**src/rtl/spim_avbreg.sv**
```systemverilog
// Register front-end between an AVMM bridge and a SPI master engine: command word,
// sticky status, and host/engine shared write and read buffers.
`timescale 1ns/1ps
module spim_avbreg #(
  parameter  int BUF_DEPTH = 16,
  localparam int AW        = $clog2(BUF_DEPTH)
) (
  input  logic          m_avmm_clk,
  input  logic          m_avmm_rst_n,
  input  logic [15:0]   avbreg_addr,
  input  logic [3:0]    avbbyte_en,
  input  logic [31:0]   avbreg_wdata,
  input  logic          avbreg_write,
  input  logic          avbreg_read,
  output logic [31:0]   avbreg_rdata,
  output logic          avbreg_waitreq,
  output logic          avbreg_rdatavld,
  output logic [31:0]   cmd_word,
  output logic          cmd_start,
  input  logic          spi_busy,
  input  logic          spi_done,
  input  logic [AW-1:0] wbuf_raddr,
  output logic [31:0]   wbuf_rdata,
  input  logic          rbuf_we,
  input  logic [AW-1:0] rbuf_waddr,
  input  logic [31:0]   rbuf_wdata
);

  typedef enum logic [1:0] {S_IDLE, S_ACK, S_RVLD} state_e;
  typedef enum logic [2:0] {T_NONE, T_CMD, T_STAT, T_WBUF, T_RBUF} tgt_e;

  localparam logic [13:0] WBUF_BASE = 14'h0080;
  localparam logic [13:0] RBUF_BASE = 14'h0100;

  function automatic tgt_e decode(input logic [13:0] wa);
    tgt_e t;
    t = T_NONE;
    if (wa == 14'h0000)                         t = T_CMD;
    else if (wa == 14'h0001)                    t = T_STAT;
    else if (wa[13:AW] == WBUF_BASE[13:AW])     t = T_WBUF;
    else if (wa[13:AW] == RBUF_BASE[13:AW])     t = T_RBUF;
    return t;
  endfunction

  function automatic logic [31:0] be_merge(input logic [31:0] old_w,
                                           input logic [31:0] new_w,
                                           input logic [3:0]  be);
    logic [31:0] r;
    r = old_w;
    for (int b = 0; b < 4; b++) begin
      if (be[b]) r[8*b +: 8] = new_w[8*b +: 8];
    end
    return r;
  endfunction

  state_e      state_q, state_d;
  logic        wr_q, wr_d;
  logic [13:0] waddr_q, waddr_d;
  logic [3:0]  be_q, be_d;
  logic [31:0] wdata_q, wdata_d;
  logic [31:0] rdata_q, rdata_d;
  logic [31:0] cmd_q, cmd_d;
  logic        start_q, start_d;
  logic        done_q, done_d;
  logic        err_q, err_d;
  logic [31:0] wbuf_q [BUF_DEPTH];
  logic [31:0] wbuf_d [BUF_DEPTH];
  logic [31:0] rbuf_q [BUF_DEPTH];
  logic [31:0] rbuf_d [BUF_DEPTH];

  logic [13:0] live_waddr;
  logic [31:0] rd_mux;
  logic [31:0] status_word;
  logic        commit;
  tgt_e        commit_tgt;
  logic        cmd_wr, stat_wr, wbuf_wr;
  logic [31:0] wbuf_merged;
  logic [BUF_DEPTH-1:0] wbuf_we;
  logic        unused_addr_lsb;

  assign live_waddr      = avbreg_addr[15:2];
  assign unused_addr_lsb = ^avbreg_addr[1:0];
  assign status_word     = {29'd0, err_q, done_q, spi_busy};

  // Read data is sampled from the live request while still in IDLE.
  always_comb begin
    rd_mux = '0;
    unique case (decode(live_waddr))
      T_CMD:   rd_mux = cmd_q;
      T_STAT:  rd_mux = status_word;
      T_WBUF:  rd_mux = wbuf_q[live_waddr[AW-1:0]];
      T_RBUF:  rd_mux = rbuf_q[live_waddr[AW-1:0]];
      default: rd_mux = '0;
    endcase
  end

  always_comb begin
    state_d = state_q;
    wr_d    = wr_q;
    waddr_d = waddr_q;
    be_d    = be_q;
    wdata_d = wdata_q;
    rdata_d = rdata_q;
    commit  = 1'b0;
    unique case (state_q)
      S_IDLE: begin
        if (avbreg_write || avbreg_read) begin
          state_d = S_ACK;
          wr_d    = avbreg_write;
          waddr_d = live_waddr;
          be_d    = avbbyte_en;
          wdata_d = avbreg_wdata;
          if (!avbreg_write) rdata_d = rd_mux;
        end
      end
      S_ACK: begin
        commit  = wr_q;
        state_d = wr_q ? S_IDLE : S_RVLD;
      end
      S_RVLD:  state_d = S_IDLE;
      default: state_d = S_IDLE;
    endcase
  end

  assign commit_tgt = decode(waddr_q);
  assign cmd_wr     = commit && (commit_tgt == T_CMD);
  assign stat_wr    = commit && (commit_tgt == T_STAT) && be_q[0];
  assign wbuf_wr    = commit && (commit_tgt == T_WBUF);

  // A command write while the engine is busy is refused and flagged instead.
  always_comb begin
    cmd_d   = cmd_q;
    start_d = 1'b0;
    if (cmd_wr && !spi_busy) begin
      cmd_d   = be_merge(cmd_q, wdata_q, be_q);
      start_d = 1'b1;
    end
    err_d  = (cmd_wr && spi_busy) || (err_q && !(stat_wr && wdata_q[2]));
    done_d = spi_done || (done_q && !(stat_wr && wdata_q[1]));
  end

  for (genvar gi = 0; gi < BUF_DEPTH; gi++) begin : g_wbuf_we
    assign wbuf_we[gi] = wbuf_wr && (waddr_q[AW-1:0] == AW'(gi));
  end

  assign wbuf_merged = be_merge(wbuf_q[waddr_q[AW-1:0]], wdata_q, be_q);

  always_comb begin
    wbuf_d = wbuf_q;
    rbuf_d = rbuf_q;
    for (int i = 0; i < BUF_DEPTH; i++) begin
      if (wbuf_we[i]) wbuf_d[i] = wbuf_merged;
    end
    if (rbuf_we) rbuf_d[rbuf_waddr] = rbuf_wdata;
  end

  always_ff @(posedge m_avmm_clk or negedge m_avmm_rst_n) begin
    if (!m_avmm_rst_n) begin
      state_q <= S_IDLE;
      wr_q    <= 1'b0;
      waddr_q <= '0;
      be_q    <= '0;
      wdata_q <= '0;
      rdata_q <= '0;
      cmd_q   <= '0;
      start_q <= 1'b0;
      done_q  <= 1'b0;
      err_q   <= 1'b0;
      for (int i = 0; i < BUF_DEPTH; i++) begin
        wbuf_q[i] <= '0;
        rbuf_q[i] <= '0;
      end
    end else begin
      state_q <= state_d;
      wr_q    <= wr_d;
      waddr_q <= waddr_d;
      be_q    <= be_d;
      wdata_q <= wdata_d;
      rdata_q <= rdata_d;
      cmd_q   <= cmd_d;
      start_q <= start_d;
      done_q  <= done_d;
      err_q   <= err_d;
      wbuf_q  <= wbuf_d;
      rbuf_q  <= rbuf_d;
    end
  end

  assign avbreg_rdata    = rdata_q;
  assign avbreg_waitreq  = (state_q != S_ACK);
  assign avbreg_rdatavld = (state_q == S_RVLD);
  assign cmd_word        = cmd_q;
  assign cmd_start       = start_q;
  assign wbuf_rdata      = wbuf_q[wbuf_raddr];

endmodule

```
**config.mk**
```make
export PLATFORM = sky130hd
export DESIGN_NAME = spim_avbreg
export DESIGN_NICKNAME = d
export VERILOG_FILES = /design/src/rtl/spim_avbreg.sv
export SDC_FILE = /design/constraint.sdc
export NUM_CORES = 2
export LEC_CHECK = 0
export BUFFER_PORTS_ARGS = -buffer_cell sky130_fd_sc_hd__clkbuf_2
export CAP_MARGIN = 20
export CORE_MARGIN = 2
export CORE_UTILIZATION = 35
export CTS_CLUSTER_DIAMETER = 40
export CTS_CLUSTER_SIZE = 28
export DETAILED_ROUTE_END_ITERATION = 12
export REMOVE_ABC_BUFFERS = 1
export SYNTH_ARGS = -nofsm -noshare
export SYNTH_HDL_FRONTEND = slang
export SYNTH_SLANG_ARGS = --single-unit
```
**constraint.sdc**
```tcl
create_clock -name m_avmm_clk -period 2.4 [get_ports m_avmm_clk]
set_input_delay 0.12 -clock m_avmm_clk [delete_from_list [all_inputs] [get_ports m_avmm_clk]]
set_output_delay 0.12 -clock m_avmm_clk [all_outputs]
set_load 0.01 [all_outputs]
```
Word-level counts from Yosys, hierarchy flattened
Cells that the tools add are included.
W data, S select, Z words.
- add/sub/neg operators: 0
- $mul: 0
- divide/modulo/power cells: 0
- magnitude comparators: 5
- eq/ne operators: 32
- shift-type cells: 0
- multiplexer cells: 33
- bitwise logic cells: 5
- reduce and logical (&&, ||, !) cells: 43
- operators by type and width (operator ; number):
    $bmux W32 S4 ; 4
    $bwmux W512 ; 1
    $mux W32 ; 9
    $demux W32 S4 ; 1
    $pmux W32 S4 ; 1
    $eq A4 B4 Y1 const B ; 8
    $mux W8 ; 4
    $eq A14 B1 Y1 const B ; 2
    $logic_not A14 Y1 ; 2
    $logic_and A1 B1 Y1 ; 27
    $mux W3 ; 8
    $eq A10 B4 Y1 const B ; 2
    $eq A10 B5 Y1 const B ; 2
    $ge A5 B5 Y1 const B ; 4
    $not A4 Y5 ; 4
    $eq A4 B3 Y1 const B ; 4
    $eq A3 B2 Y1 const B ; 4
    $reduce_and A2 Y1 ; 5
    $eq A4 B2 Y1 const B ; 2
    $eq A3 B1 Y1 const B ; 2
    $lt A5 B1 Y1 const B ; 1
    $eq A4 B1 Y1 const B ; 1
    $logic_not A4 Y1 ; 1
    $mux W2 ; 2
    12 further kinds ; 17
- register bits: 1144
- bits in latches: 0
- RAM bits: 0
- bits in read-only memories: 0
- input port bits: 99
- output and inout port bits: 99
- memories kept: 0

Longest topological paths before layout
- depth in word-level cells: 12
- mapped depth: 9
- depth with buffers taken out: 5

Worst setup path before layout
Ideal clock, no wire load.
- kind: flip-flop to flip-flop
- start: reg waddr_q[0]
- end: reg wbuf_q[470] (netlist name)
- library setup time: 133 ps
- arrival: 2011 ps
- path slack: 256 ps
- cell stages (with the launch flop): 7
- path through: dfrtp_1 buf_2 buf_2 mux4_2 a221oi_4 buf_4 a21oi_1
- cells in the longest elaborated chain, start to end: 6
- elaborated cells on any way between the ends: 13
- those cells by class: 3 x eq/ne; 6 x mux; 1 x bitwise; 3 x reduce/logical
- ends and longest elaborated chain (element ; line ; text):
    start: declaration ; 58 ; logic [13:0] waddr_q, waddr_d;
    start signal: assignment ; 176 ; waddr_q <= waddr_d;
    $eq A14 B1 Y1 ; 39 ; else if (wa == 14'h0001) t = T_STAT;
    $mux W3 ; 39 ;
    $mux W3 ; 38 ; if (wa == 14'h0000) t = T_CMD;
    $eq A3 B2 Y1 ; 128 ; assign wbuf_wr = commit && (commit_tgt == T_WBUF);
    $logic_and A1 B1 Y1 ; 128 ;
    $logic_and A1 B1 Y1 ; 143 ; assign wbuf_we[gi] = wbuf_wr && (waddr_q[AW-1:0] == AW'(gi));
    end signal: assignment ; 184 ; wbuf_q <= wbuf_d;
    end: declaration ; 66 ; logic [31:0] wbuf_q [BUF_DEPTH];
Parallel ways exist; a longest one is shown, timed or not. The select of a mux whose other input is x is not followed.
A chain may end at the register's enable or synchronous reset.

Final worst setup path
- start: reg wbuf_q[145] (netlist name)
- end: out wbuf_rdata[17]
- cells in the longest elaborated chain, start to end: 3
- ends and longest elaborated chain (element ; line ; text):
    $bmux W32 S4 ; 194 ; assign wbuf_rdata = wbuf_q[wbuf_raddr];
    $mux W32 (not written as such) (2 in a row) ; 194 ;
    end: declaration ; 23 ; output logic [31:0] wbuf_rdata,
No other way between the ends. The select of a mux whose other input is x is not followed.

==> flow_summary.json <==
{
  "wl_per_cell_um": 28.4,
  "io_pins": 198,
  "wl_met2_um": 99500,
  "clk_pin_slew_ps": 60,
  "dp_hpwl_um": 133000,
  "netlist_area_sq_um": 58800,
  "ys_seq_area_frac": 0.487,
  "yosysWarningCount": 0,
  "dieArea_sq_um": 171000,
  "tns_ps": -2810,
  "final_max_slew_viol_count": 0,
  "ys.flop_type": "dfrtp_1",
  "cts_root_buf": "clkbuf_16",
  "stdcell_count": 7480,
  "grt_use_total": 0.247,
  "synth_async_sr_flop_share": 1.00,
  "layout_setup_ws_ps": -228,
  "grt_pass1_vias": 44900,
  "fp.dieW_um": 414,
  "worstSetupEndpointType": "primary output",
  "die_y_um": 414,
  "hp-class": "in2async",
  "wirelength_um": 213000,
  "routed_via_density": 5.92,
  "rsz0062_at_grt": "true",
  "max_freq_ghz": 0.380,
  "dr.max_layer_used": "met5",
  "finalCritPeriodShare": 1.10,
  "drt_iter0_markers": 5047,
  "critPathLaunchType": "flip-flop",
  "violations": "negative setup slack",
  "grt_max_degree": 116,
  "fin_util": 0.446,
  "num-nets-final": 5240,
  "dp_cells": 6788,
  "antenna_left": 0,
  "final_hold_viol_count": 0,
  "grt_pass1_wl_um": 311000,
  "slew_headroom": 0.256,
  "wl_met1_um": 81800,
  "crit_type": "reg2out",
  "leakage_uw": 0.0326,
  "synth_area_per_cell_sq_um": 13.3,
  "overflow": 0,
  "cp_max_fo": 2,
  "setup_viol": 32,
  "route.detailed.drc": 0,
  "synth-seq-cells": 1144,
  "drive_above_1_share": 0.450,
  "synth_edf_count": 0,
  "numCtsBuffers": 158,
  "status": "finished with violations",
  "met3_length_um": 17700,
  "maxCapViolCount": 0,
  "worstPathArrival_ps": 2510,
  "num_vias": 44300,
  "globalplace.congestion": 0.898,
  "cpPeakStageDelay_ps": 630,
  "synthToLayoutAreaGrowth_pct": 26.6,
  "cp_common_cell": "mux4_2",
  "synthCells": 4429,
  "p_per_area_nw_per_um2": 884,
  "irDropWorstVdd_v": 0.000765,
  "crit_slowest_cell": "mux4_2",
  "htree_levels": 4,
  "rows": 150,
  "ys_types": 53,
  "clock-sinks": 1144,
  "insertion_delay_ps": 790,
  "min_period_ps": 2630,
  "required_ps": 2280,
  "cts_max_path_buffers": 3,
  "start_util": 0.352,
  "core_area_sq_um": 167000,
  "port-buffer-count": 195,
  "dr.pass1.iters": 6,
  "power_uw": 65900,
  "antenna_found_initial": 15,
  "cts_tree": "yes",
  "cp.buffers_inverters": 1,
  "crit_chain": "mux4_2 -> mux4_2 -> buf_6",
  "worst_clock_skew_ps": 26.0,
  "worstMarginPinSlew_ps": 1110,
  "whs_ps": 66.0,
  "crit_family": "multiplexers"
}
==> cells in the final DEF (no fill, tap or decap), types with 15 or more instances in the layout <==
master	instances
nand3b_1	20
nand3_1	34
buf_12	141
inv_6	35
dfrtp_1	1141
nor2_1	531
buf_6	19
clkbuf_2	166
nand2b_1	31
clkinv_4	24
a22oi_1	93
clkbuf_16	160
mux2i_1	160
nand4_1	23
a32o_1	32
a221oi_4	32
mux2_1	24
buf_4	549
mux2_2	611
mux4_2	477
a221oi_1	19
a31oi_1	15
nor3_1	22
nor2_4	34
a21oi_1	541
dlygate4sd3_1	88
nand2_1	63
==> synth_stat cells, types with 34 or more instances <==
master | number | area (sq um)
a21oi_1 | 541 | 2710
a22oi_1 | 93 | 698
buf_2 | 129 | 646
buf_4 | 47 | 353
clkbuf_1 | 216 | 811
dfrtp_1 | 1144 | 28600
mux2_2 | 611 | 6880
mux2i_1 | 160 | 1600
mux4_2 | 477 | 10700
nand2_1 | 64 | 240
nand3_1 | 34 | 170
nor2_1 | 563 | 2110
==> through the flow <==
stage               cell area, sq um  worst slack [ps]
finish                         74500              -228
global route                   74500              -225
CTS                            73700              -238
detailed placement             65600              -278
global placement               65600              -545
floorplan                      56900             -6560
==> state kept, by name, indices dropped and copies added (netlist names) <==
name and flops:
avbreg_rdata 32, be_q 4, cmd_start 1, cmd_word 32, done_q 1, err_q 1, rbuf_q 512, state_q 2
waddr_q 14, wbuf_q 512, wdata_q 32, wr_q 1
==> logic make-up after synthesis <==
kind of cell | after synthesis | synth area share
flip-flops | 1144 | 0.487
AO/OA/AOI/OAI | 772 | 0.0865
multiplexers | 1272 | 0.331
buffers and inverters | 424 | 0.0332
AND/OR/NAND/NOR | 817 | 0.0623
==> cell type report <==
type / instances / area [sq um]
diodes: 4 / 10.0
clock buffers: 177 / 4160
clock inverters: 114 / 1290
fillers: 15000 / 92500
inverters: 2 / 7.51
multi-input cells: 2861 / 28600
flip-flops and latches: 1144 / 28600
well taps: 2204 / 2760
repair buffers: 974 / 9020
==> worst reg2reg max path, cell delays in order, from the launching register on <==
cell      delay, ps
dfrtp_1         390
buf_12          180
nor2_1          820
buf_4           280
a32o_1          210
a221oi_4         50
buf_4           200
a21oi_1         150
==> path summary, 6_finish.rpt <==
check | end | from | cells past startpoint | slack (ps)
max | wbuf_rdata[17] | wbuf_q[145] | 3 | -230
min | rbuf_q[363] | m_avmm_rst_n | 3 | 70
max reg2reg | wbuf_q[490] | waddr_q[2] | 7 | 60
min reg2reg | state_q[1] | wr_q | 1 | 470
max in group asynchronous | rbuf_q[38] | m_avmm_rst_n | 3 | 1600
min in group m_avmm_clk | done_q | spi_done | 3 | 100
==> metal layers <==
layer	up-vias	GRT usage
met5	-	0
met4	18	0.141
met3	695	0.0513
met2	2439	0.390
met1	22900	0.317
li1	18200	-
==> report_power, final <==
part / internal (uW) / switching, uW
sequential: 21800 / 1910
clock: 13900 / 10100
combinational: 8420 / 9630
total: 44200 / 21700
==> repair_timing <==
item	in CTS	in global routing
pin swaps	0	1
endpoints found under the setup margin	59	57
setup buffers	222	85
endpoints found under the hold margin	1727	0
hold buffers	89	0
resized for setup	22	43
(Power assumes the default switching activity.)
